--- config.mk ---
export PLATFORM = sky130hd
export DESIGN_NAME = muldiv_seq_flat
export DESIGN_NICKNAME = d
export VERILOG_FILES = /design/src/rtl/muldiv_seq_pkg.sv /design/src/rtl/muldiv_seq_if.sv /design/src/rtl/muldiv_dp.sv /design/src/rtl/muldiv_seq.sv /design/src/flat_wrapper.sv
export SDC_FILE = /design/constraint.sdc
export NUM_CORES = 1
export LEC_CHECK = 0
export CORE_MARGIN = 10
export CORE_UTILIZATION = 56
export CTS_CLUSTER_SIZE = 30
export DETAILED_ROUTE_END_ITERATION = 10
export GPL_ROUTABILITY_DRIVEN = 0
export PLACE_DENSITY = 0.76
export SYNTH_ARGS = -nofsm -noshare
export SYNTH_HDL_FRONTEND = slang
export SYNTH_SLANG_ARGS = --single-unit
export TNS_END_PERCENT = 20
--- constraint.sdc ---
create_clock -name clk -period 5.41 [get_ports clk]
set_clock_uncertainty 0.15 [all_clocks]
set_input_delay 0.541 -clock clk [delete_from_list [all_inputs] [get_ports clk]]
set_output_delay 0.541 -clock clk [all_outputs]
set_load 0.01 [all_outputs]
--- src/rtl/muldiv_seq_pkg.sv ---
// Shared types and decode helpers for the RV32M multiply/divide unit.
// Maps M-extension funct3 codes to the operand-signedness and result-selection controls.
package muldiv_seq_pkg;

  localparam logic [2:0] FNC_MUL    = 3'b000;
  localparam logic [2:0] FNC_MULH   = 3'b001;
  localparam logic [2:0] FNC_MULHSU = 3'b010;
  localparam logic [2:0] FNC_MULHU  = 3'b011;
  localparam logic [2:0] FNC_DIV    = 3'b100;
  localparam logic [2:0] FNC_DIVU   = 3'b101;
  localparam logic [2:0] FNC_REM    = 3'b110;
  localparam logic [2:0] FNC_REMU   = 3'b111;

  typedef enum logic [1:0] {
    IDLE = 2'd0,
    RUN  = 2'd1,
    DONE = 2'd2
  } state_e;

  typedef struct packed {
    logic a_signed;
    logic b_signed;
    logic is_div;
    logic sel_rem;  // divide: return remainder instead of quotient
    logic sel_hi;   // multiply: return upper word of the product
  } op_t;

  function automatic op_t decode(input logic [2:0] f);
    op_t d;
    d = '0;
    case (f)
      FNC_MUL:    ;
      FNC_MULH:   begin d.a_signed = 1'b1; d.b_signed = 1'b1; d.sel_hi = 1'b1; end
      FNC_MULHSU: begin d.a_signed = 1'b1; d.sel_hi = 1'b1; end
      FNC_MULHU:  d.sel_hi = 1'b1;
      FNC_DIV:    begin d.a_signed = 1'b1; d.b_signed = 1'b1; d.is_div = 1'b1; end
      FNC_DIVU:   d.is_div = 1'b1;
      FNC_REM:    begin d.a_signed = 1'b1; d.b_signed = 1'b1; d.is_div = 1'b1; d.sel_rem = 1'b1; end
      FNC_REMU:   begin d.is_div = 1'b1; d.sel_rem = 1'b1; end
      default:    ;
    endcase
    return d;
  endfunction

endpackage

--- src/rtl/muldiv_seq_if.sv ---
// EX-stage request/response bundle for the multiply/divide unit.
interface muldiv_seq_if #(
  parameter int DWIDTH = 32
);
  logic              start;
  logic [2:0]        func;
  logic [DWIDTH-1:0] op_a;
  logic [DWIDTH-1:0] op_b;
  logic              flush;
  logic              stall;
  logic              busy;
  logic              done;
  logic [DWIDTH-1:0] result;

  modport master (
    output start, func, op_a, op_b, flush,
    input  stall, busy, done, result
  );

  modport slave (
    input  start, func, op_a, op_b, flush,
    output stall, busy, done, result
  );
endinterface

--- src/rtl/muldiv_dp.sv ---
// Multiply/divide datapath: operand magnitudes, shift-add / restoring-divide step,
// sign correction of the final word, and the divide special-case results.
module muldiv_dp
  import muldiv_seq_pkg::*;
#(
  parameter int DWIDTH = 32
) (
  input  logic              clk,
  input  logic              rst,
  input  logic              load,
  input  logic              step,
  input  logic [2:0]        func,
  input  logic [DWIDTH-1:0] op_a,
  input  logic [DWIDTH-1:0] op_b,
  output logic              fast,
  output logic [DWIDTH-1:0] fast_result,
  output logic [DWIDTH-1:0] final_result
);

  localparam int W = DWIDTH;
  localparam logic [W-1:0] MIN_NEG = {1'b1, {(W-1){1'b0}}};

  op_t            dec;
  logic           sa, sb, b_zero, ovf, ge;
  logic [W-1:0]   mag_a, mag_b;
  logic           is_div_q, sel_rem_q, sel_hi_q, neg_q;
  logic [2*W-1:0] acc, acc_n, prod_fix;
  logic [W-1:0]   rem, rem_n, opnd_b, quo_fix, rem_fix;
  logic [W:0]     mul_sum, shifted;

  assign dec = decode(func);
  assign sa  = dec.a_signed & op_a[W-1];
  assign sb  = dec.b_signed & op_b[W-1];
  // Negating 0x80000000 yields 0x80000000, which read unsigned is the correct 2^31 magnitude.
  assign mag_a = sa ? -op_a : op_a;
  assign mag_b = sb ? -op_b : op_b;

  assign b_zero = (op_b == '0);
  assign ovf    = dec.is_div && dec.b_signed && (op_a == MIN_NEG) && (op_b == '1);
  assign fast   = dec.is_div && (b_zero || ovf);
  assign fast_result = b_zero ? (dec.sel_rem ? op_a : '1)
                              : (dec.sel_rem ? '0 : MIN_NEG);

  // NOTE: state registers use non-blocking assignments so every flop samples pre-edge values.
  always_ff @(posedge clk or posedge rst) begin
    if (rst) begin
      is_div_q  <= 1'b0;
      sel_rem_q <= 1'b0;
      sel_hi_q  <= 1'b0;
      neg_q     <= 1'b0;
      acc       <= '0;
      rem       <= '0;
      opnd_b    <= '0;
    end else if (load) begin
      is_div_q  <= dec.is_div;
      sel_rem_q <= dec.sel_rem;
      sel_hi_q  <= dec.sel_hi;
      neg_q     <= dec.sel_rem ? sa : (sa ^ sb);
      acc       <= {{W{1'b0}}, mag_a};
      rem       <= '0;
      opnd_b    <= mag_b;
    end else if (step) begin
      acc <= acc_n;
      rem <= rem_n;
    end
  end

  // One iteration. Multiply keeps the multiplier in acc[W-1:0] and shifts the product in from the top;
  // divide shifts the dividend out of acc[W-1:0] and the quotient bits in behind it.
  always_comb begin
    // NOTE: every comb output gets a default first, so no path can infer a latch.
    mul_sum = {1'b0, acc[2*W-1:W]} + (acc[0] ? {1'b0, opnd_b} : '0);
    shifted = {rem, acc[W-1]};
    ge      = (shifted >= {1'b0, opnd_b});
    acc_n   = {mul_sum, acc[W-1:1]};
    rem_n   = rem;
    if (is_div_q) begin
      acc_n = {acc[2*W-1:W], acc[W-2:0], ge};
      // After a successful subtract the remainder is below the divisor, so the low W bits are exact.
      rem_n = shifted[W-1:0] - (ge ? opnd_b : '0);
    end
  end

  // Sign fix on the full-width values before any word is selected.
  always_comb begin
    prod_fix = neg_q ? -acc_n : acc_n;
    quo_fix  = neg_q ? -acc_n[W-1:0] : acc_n[W-1:0];
    rem_fix  = neg_q ? -rem_n : rem_n;
    if (is_div_q) final_result = sel_rem_q ? rem_fix : quo_fix;
    else          final_result = sel_hi_q ? prod_fix[2*W-1:W] : prod_fix[W-1:0];
  end

endmodule

--- src/rtl/muldiv_seq.sv ---
// Multi-cycle RV32M multiply/divide unit: FSM and iteration counter around muldiv_dp.
// Stalls the front of the pipe while iterating and presents a registered result with a done pulse.
module muldiv_seq
  import muldiv_seq_pkg::*;
#(
  parameter int DWIDTH = 32
) (
  input  logic        clk,
  input  logic        rst,
  muldiv_seq_if.slave bus
);

  localparam int CW = $clog2(DWIDTH);

  state_e            state, state_n;
  logic [CW-1:0]     count;
  logic              accept, fast, last, busy_q, done_q;
  logic [DWIDTH-1:0] result_q, fast_result, final_result;

  // DONE accepts a new request so back-to-back operations run without a bubble; flush beats start.
  assign accept = bus.start && !bus.flush && (state != RUN);
  assign last   = (state == RUN) && (count == CW'(DWIDTH - 1));

  always_comb begin
    state_n = state;
    case (state)
      IDLE:    if (accept) state_n = fast ? DONE : RUN;
      RUN:     if (bus.flush) state_n = IDLE;
               else if (last) state_n = DONE;
      DONE:    if (accept) state_n = fast ? DONE : RUN;
               else state_n = IDLE;
      default: state_n = IDLE;
    endcase
  end

  always_ff @(posedge clk or posedge rst) begin
    if (rst) begin
      state    <= IDLE;
      count    <= '0;
      busy_q   <= 1'b0;
      done_q   <= 1'b0;
      result_q <= '0;
    end else begin
      state  <= state_n;
      busy_q <= (state_n == RUN);
      done_q <= (state_n == DONE);
      if (accept)              count <= '0;
      else if (state == RUN)   count <= count + CW'(1);
      if (accept && fast)      result_q <= fast_result;
      else if (last && !bus.flush) result_q <= final_result;
    end
  end

  muldiv_dp #(.DWIDTH(DWIDTH)) u_dp (
    .clk          (clk),
    .rst          (rst),
    .load         (accept),
    .step         (state == RUN),
    .func         (bus.func),
    .op_a         (bus.op_a),
    .op_b         (bus.op_b),
    .fast         (fast),
    .fast_result  (fast_result),
    .final_result (final_result)
  );

  // A fast-path accept does not stall: the pipeline waits on the one-cycle DONE instead.
  assign bus.stall  = (accept && !fast) || (state == RUN);
  assign bus.busy   = busy_q;
  assign bus.done   = done_q;
  assign bus.result = result_q;

endmodule

--- src/flat_wrapper.sv ---
// flat-port wrapper written by rule: the top's interface ports become plain ports
module muldiv_seq_flat import muldiv_seq_pkg::*;
#(
  parameter int DWIDTH = 32
)
  (clk, rst, bus_start, bus_func, bus_op_a, bus_op_b, bus_flush, bus_stall, bus_busy, bus_done, bus_result);
  muldiv_seq_if #(.DWIDTH(DWIDTH)) bus_i ();
  input  logic clk;
  input  logic rst;
  input wire logic [$bits(bus_i.start)-1:0] bus_start;
  input wire logic [$bits(bus_i.func)-1:0] bus_func;
  input wire logic [$bits(bus_i.op_a)-1:0] bus_op_a;
  input wire logic [$bits(bus_i.op_b)-1:0] bus_op_b;
  input wire logic [$bits(bus_i.flush)-1:0] bus_flush;
  output wire logic [$bits(bus_i.stall)-1:0] bus_stall;
  output wire logic [$bits(bus_i.busy)-1:0] bus_busy;
  output wire logic [$bits(bus_i.done)-1:0] bus_done;
  output wire logic [$bits(bus_i.result)-1:0] bus_result;
  assign bus_i.start = bus_start;
  assign bus_i.func = bus_func;
  assign bus_i.op_a = bus_op_a;
  assign bus_i.op_b = bus_op_b;
  assign bus_i.flush = bus_flush;
  assign bus_stall = bus_i.stall;
  assign bus_busy = bus_i.busy;
  assign bus_done = bus_i.done;
  assign bus_result = bus_i.result;
  muldiv_seq #(.DWIDTH(DWIDTH)) u_core (.clk(clk), .rst(rst), .bus(bus_i));
endmodule
==> qor.yml <==
sta:
  tightest_slew_ns: 1.19
  period_minus_slack_ns: 5.94
  finalHoldViolations: 0
  post-route-period-util_pct: 110
  whs_ns: 0.370
  setup_slack_ns: -0.529
  rsz0062_at_grt: "true"
  relSlewSlack_pct: 20.4
  max_freq_ghz: 0.168
  slew_violations: 0
  setup_viol: 20
min_path:
  hp-start: "u_core.count[3]$_DFFE_PP0P_"
  min_to: "u_core.count[3]$_DFFE_PP0P_"
  whs_path_depth: 1
  hold_path_class: "reg2reg"
synth:
  syn_area_per_cell_um2: 7.52
  yosysWarnings: 0
  seq_area_frac_synth_pct: 23.7
  synth_top_cell_by_area: "dfrtp_1"
  synth_area_leaders: "dfrtp_1 24%, o21ai_0 7.8%, ha_1 7.0%, nand2_1 6.8%, a21oi_1 5.1%"
  ys_ff_latch: 173
  netlist_area_um2: 18300
  ys_async_sr_fraction_pct: 100
  syn-num-nets: 2604
  syn_inst: 2429
  synth_top_cell_area_share_pct: 23.7
  ys.flop_type: "dfrtp_1"
  ys_types: 106
  synth_edf_count: 0
run_status:
  status: "finished with violations"
  violations: "setup timing"
finish:
  drive_gt1_share_pct: 17.4
  area_delta_synth_final_pct: 24.3
  nFillCells: 2573
  multi_input_area_um2: 13600
  final_core_util_pct: 70.1
  regArea_um2: 4330
  fin_nets: 2876
  antennaDiodeCount: 0
placement:
  dp_hpwl_um: 52000
  port_buffers: 105
  post-place-ws_ns: -0.587
setup_path:
  cp.arrival_ns: 6.13
  reg2reg_slack_ns: -0.53
  critPathKind: "reg2reg"
  r2r_cells: 24
  r2r-start: "u_core.u_dp.rem[27]$_DFFE_PP0P_"
  worstPathMaxFanout: 4
  r2r_end: "u_core.bus.result[30]$_DFFE_PP0P_"
  end_kind: "register"
  cp-start-kind: "register"
  required_ns: 5.60
detailed_routing:
  dr.pass1.iters: 10
  vias_per_cell: 6.81
  drt-wirelength-per-cell_um: 22.5
  final_antenna_net_count: 0
  first_iter_violations: 2944
  routed_wl_um: 71000
  drc: 0
  vias: 21500
power:
  leakage_nw: 9.51
  irDropWorstVdd_mv: 0.500
  power_density_nw_per_um2: 727
die:
  initial_utilization_pct: 56.4
  die_w_um: 201
  rows: 66
  die_area_um2: 40200
  fp.dieH_um: 201
  core_area_um2: 32400
  io_pins: 106
global_route:
  grt_max_degree: 103
  grt_pass1_vias: 19900
  overflow: 0
  grt_pass1_wl_um: 109000
  grt_usage_pct: 33.5
  antenna_found_initial: 0
cts:
  cts_max_level: 4
  tritoncts: "yes"
  path_clk_slew_ns: 0.08
  cts_buffers: 17
  clk_latency_ns: 0.48
  cts-root-buf: "clkbuf_16"
  hold_buffers: 0
  clk_path_buf_depth: 2
  clock_sinks: 173
job:
  cap_violations: 0
state kept, by name (all words and copies together), names as in the netlist:
| register | flops |
|---|---|
| u_core.u_dp.acc | 64 |
| u_core.bus.result | 32 |
| u_core.u_dp.opnd_b | 32 |
| u_core.u_dp.rem | 32 |
| u_core.count | 5 |
| u_core.state | 2 |
| u_core.bus.busy | 1 |
| u_core.bus.done | 1 |
| u_core.u_dp.is_div_q | 1 |
| u_core.u_dp.neg_q | 1 |
| u_core.u_dp.sel_hi_q | 1 |
| u_core.u_dp.sel_rem_q | 1 |
cell type report:
type                            count  share of cell area [%]
Inverter                           70                    1.18
Clock inverter                     13                   0.689
Tap cell                          442                    2.44
Sequential cell                   173                    19.1
Clock buffer                       19                    1.95
Multi-Input combinational cell   2038                    59.9
Timing Repair Buffer              401                    14.8
critical path, cell delays in order, from the launching register on:
cell and delay (ns):
dfrtp_1 0.40, ha_1 0.30, nand4_1 0.17, nor4_2 0.30, buf_4 0.20, nand4_1 0.09, o211ai_1 0.17, or2_4 0.21
and2_4 0.15, ha_4 0.13, inv_2 0.04, fa_2 0.41, a211oi_4 0.31, o21ai_2 0.12, a221oi_2 0.32, nand3_2 0.17
o31a_1 0.31, or4_4 0.46, a2111oi_4 0.31, buf_4 0.21, nand4_4 0.10, o31ai_2 0.25, xnor2_1 0.19, o221ai_2 0.14
a2bb2oi_2 0.17
cell usage after synthesis, types with 11 or more instances:
| master | number |
|---|---|
| o21a_1 | 21 |
| mux2i_1 | 55 |
| and3_1 | 14 |
| and2_1 | 48 |
| a21o_1 | 21 |
| a211oi_1 | 33 |
| dfrtp_1 | 173 |
| or4_1 | 11 |
| a22o_1 | 28 |
| nand2_1 | 333 |
| a221oi_1 | 12 |
| o31ai_1 | 33 |
| o21ai_0 | 286 |
| nand4_1 | 39 |
| buf_1 | 12 |
| nand2b_1 | 23 |
| or3_1 | 28 |
| a31oi_1 | 21 |
| xor2_1 | 84 |
| nor2_1 | 149 |
| nand3_1 | 42 |
| a21oi_1 | 187 |
| o211ai_1 | 54 |
| buf_2 | 21 |
| or2_2 | 11 |
| ha_1 | 102 |
| xnor2_1 | 76 |
| mux2_2 | 12 |
| inv_1 | 70 |
| nor2b_1 | 14 |
| clkbuf_1 | 112 |
| nor3_1 | 72 |
| nor4_1 | 19 |
| o41ai_1 | 15 |
cell families after synthesis:
family | share of synthesized area [%]
compound gates | 29.9
xor+xnor | 7.67
fa+ha+maj | 7.21
buf+inv | 4.71
flops | 23.7
mux | 3.88
simple gates | 22.9
layer usage:
metal	vias to the layer above	part of all wire [%]	track usage (%)
met5	-	0.013	0
met4	2	8.0	20.8
met3	417	11	7.96
met2	1459	44	52.2
met1	10100	37	41.0
li1	9529	-	-
cell usage in the layout (no fill, tap or decap), types with 31 or more instances in the layout:
cell             netlist  final
mux2i_1               55     55
o21ai_0              286    278
nor3_1                72     69
a21oi_1              187    178
nand3_1               42     39
inv_1                 70     66
ha_1                 102     92
buf_4                  2    285
clkdlybuf4s50_1        0    105
xnor2_1               76     74
dfrtp_1              173    171
nand4_1               39     39
o211ai_1              54     54
o31ai_1               33     31
and2_1                48     47
nand2_1              333    329
nor2_1               149    145
xor2_1                84     81
per-stage QoR:
stage	instances	TNS, ns	instance area [um^2]	power (mW)
global route	3156	-10.03	22700	17.5
finish	3156	-7.12	22700	16.5
detailed placement	3102	-7.85	21400	13.5
CTS	3151	-1.72	22500	15.6
global placement	3102	-4.78	21400	13.2
floorplan	2429	-0.105	18300	8.86
repair_timing:
item	CTS	global route
endpoints found under the setup margin	23	24
endpoints found under the hold margin	0	0
buffers inserted	17	8
pin swaps	23	13
resized for setup	58	43
report_power, final:
| part | internal (mW) | total, mW | switching (mW) | leakage, nW |
|---|---|---|---|---|
| combinational | 5.74 | 13.1 | 7.36 | 6.98 |
| sequential | 1.66 | 2.08 | 0.421 | 2.25 |
| clock | 0.704 | 1.32 | 0.620 | 0.281 |
| total | 8.11 | 16.5 | 8.40 | 9.51 |
how the worst max path moves through the flow:
stage | from | to | slack, ns | cells after the start
after floorplan | u_core.u_dp.rem[17]$_DFFE_PP0P_ | u_core.bus.result[30]$_DFFE_PP0P_ | -0.06 | 22
after global placement | u_core.u_dp.rem[26]$_DFFE_PP0P_ | u_core.bus.result[30]$_DFFE_PP0P_ | -0.43 | 26
after detailed placement | u_core.u_dp.rem[25]$_DFFE_PP0P_ | u_core.bus.result[29]$_DFFE_PP0P_ | -0.59 | 27
after CTS | u_core.u_dp.rem[25]$_DFFE_PP0P_ | u_core.bus.result[30]$_DFFE_PP0P_ | -0.21 | 24
after global routing | u_core.u_dp.rem[27]$_DFFE_PP0P_ | u_core.bus.result[29]$_DFFE_PP0P_ | -0.64 | 26
final | u_core.u_dp.rem[27]$_DFFE_PP0P_ | u_core.bus.result[30]$_DFFE_PP0P_ | -0.53 | 24
No activity file was read; power rests on OpenSTA's default activity.
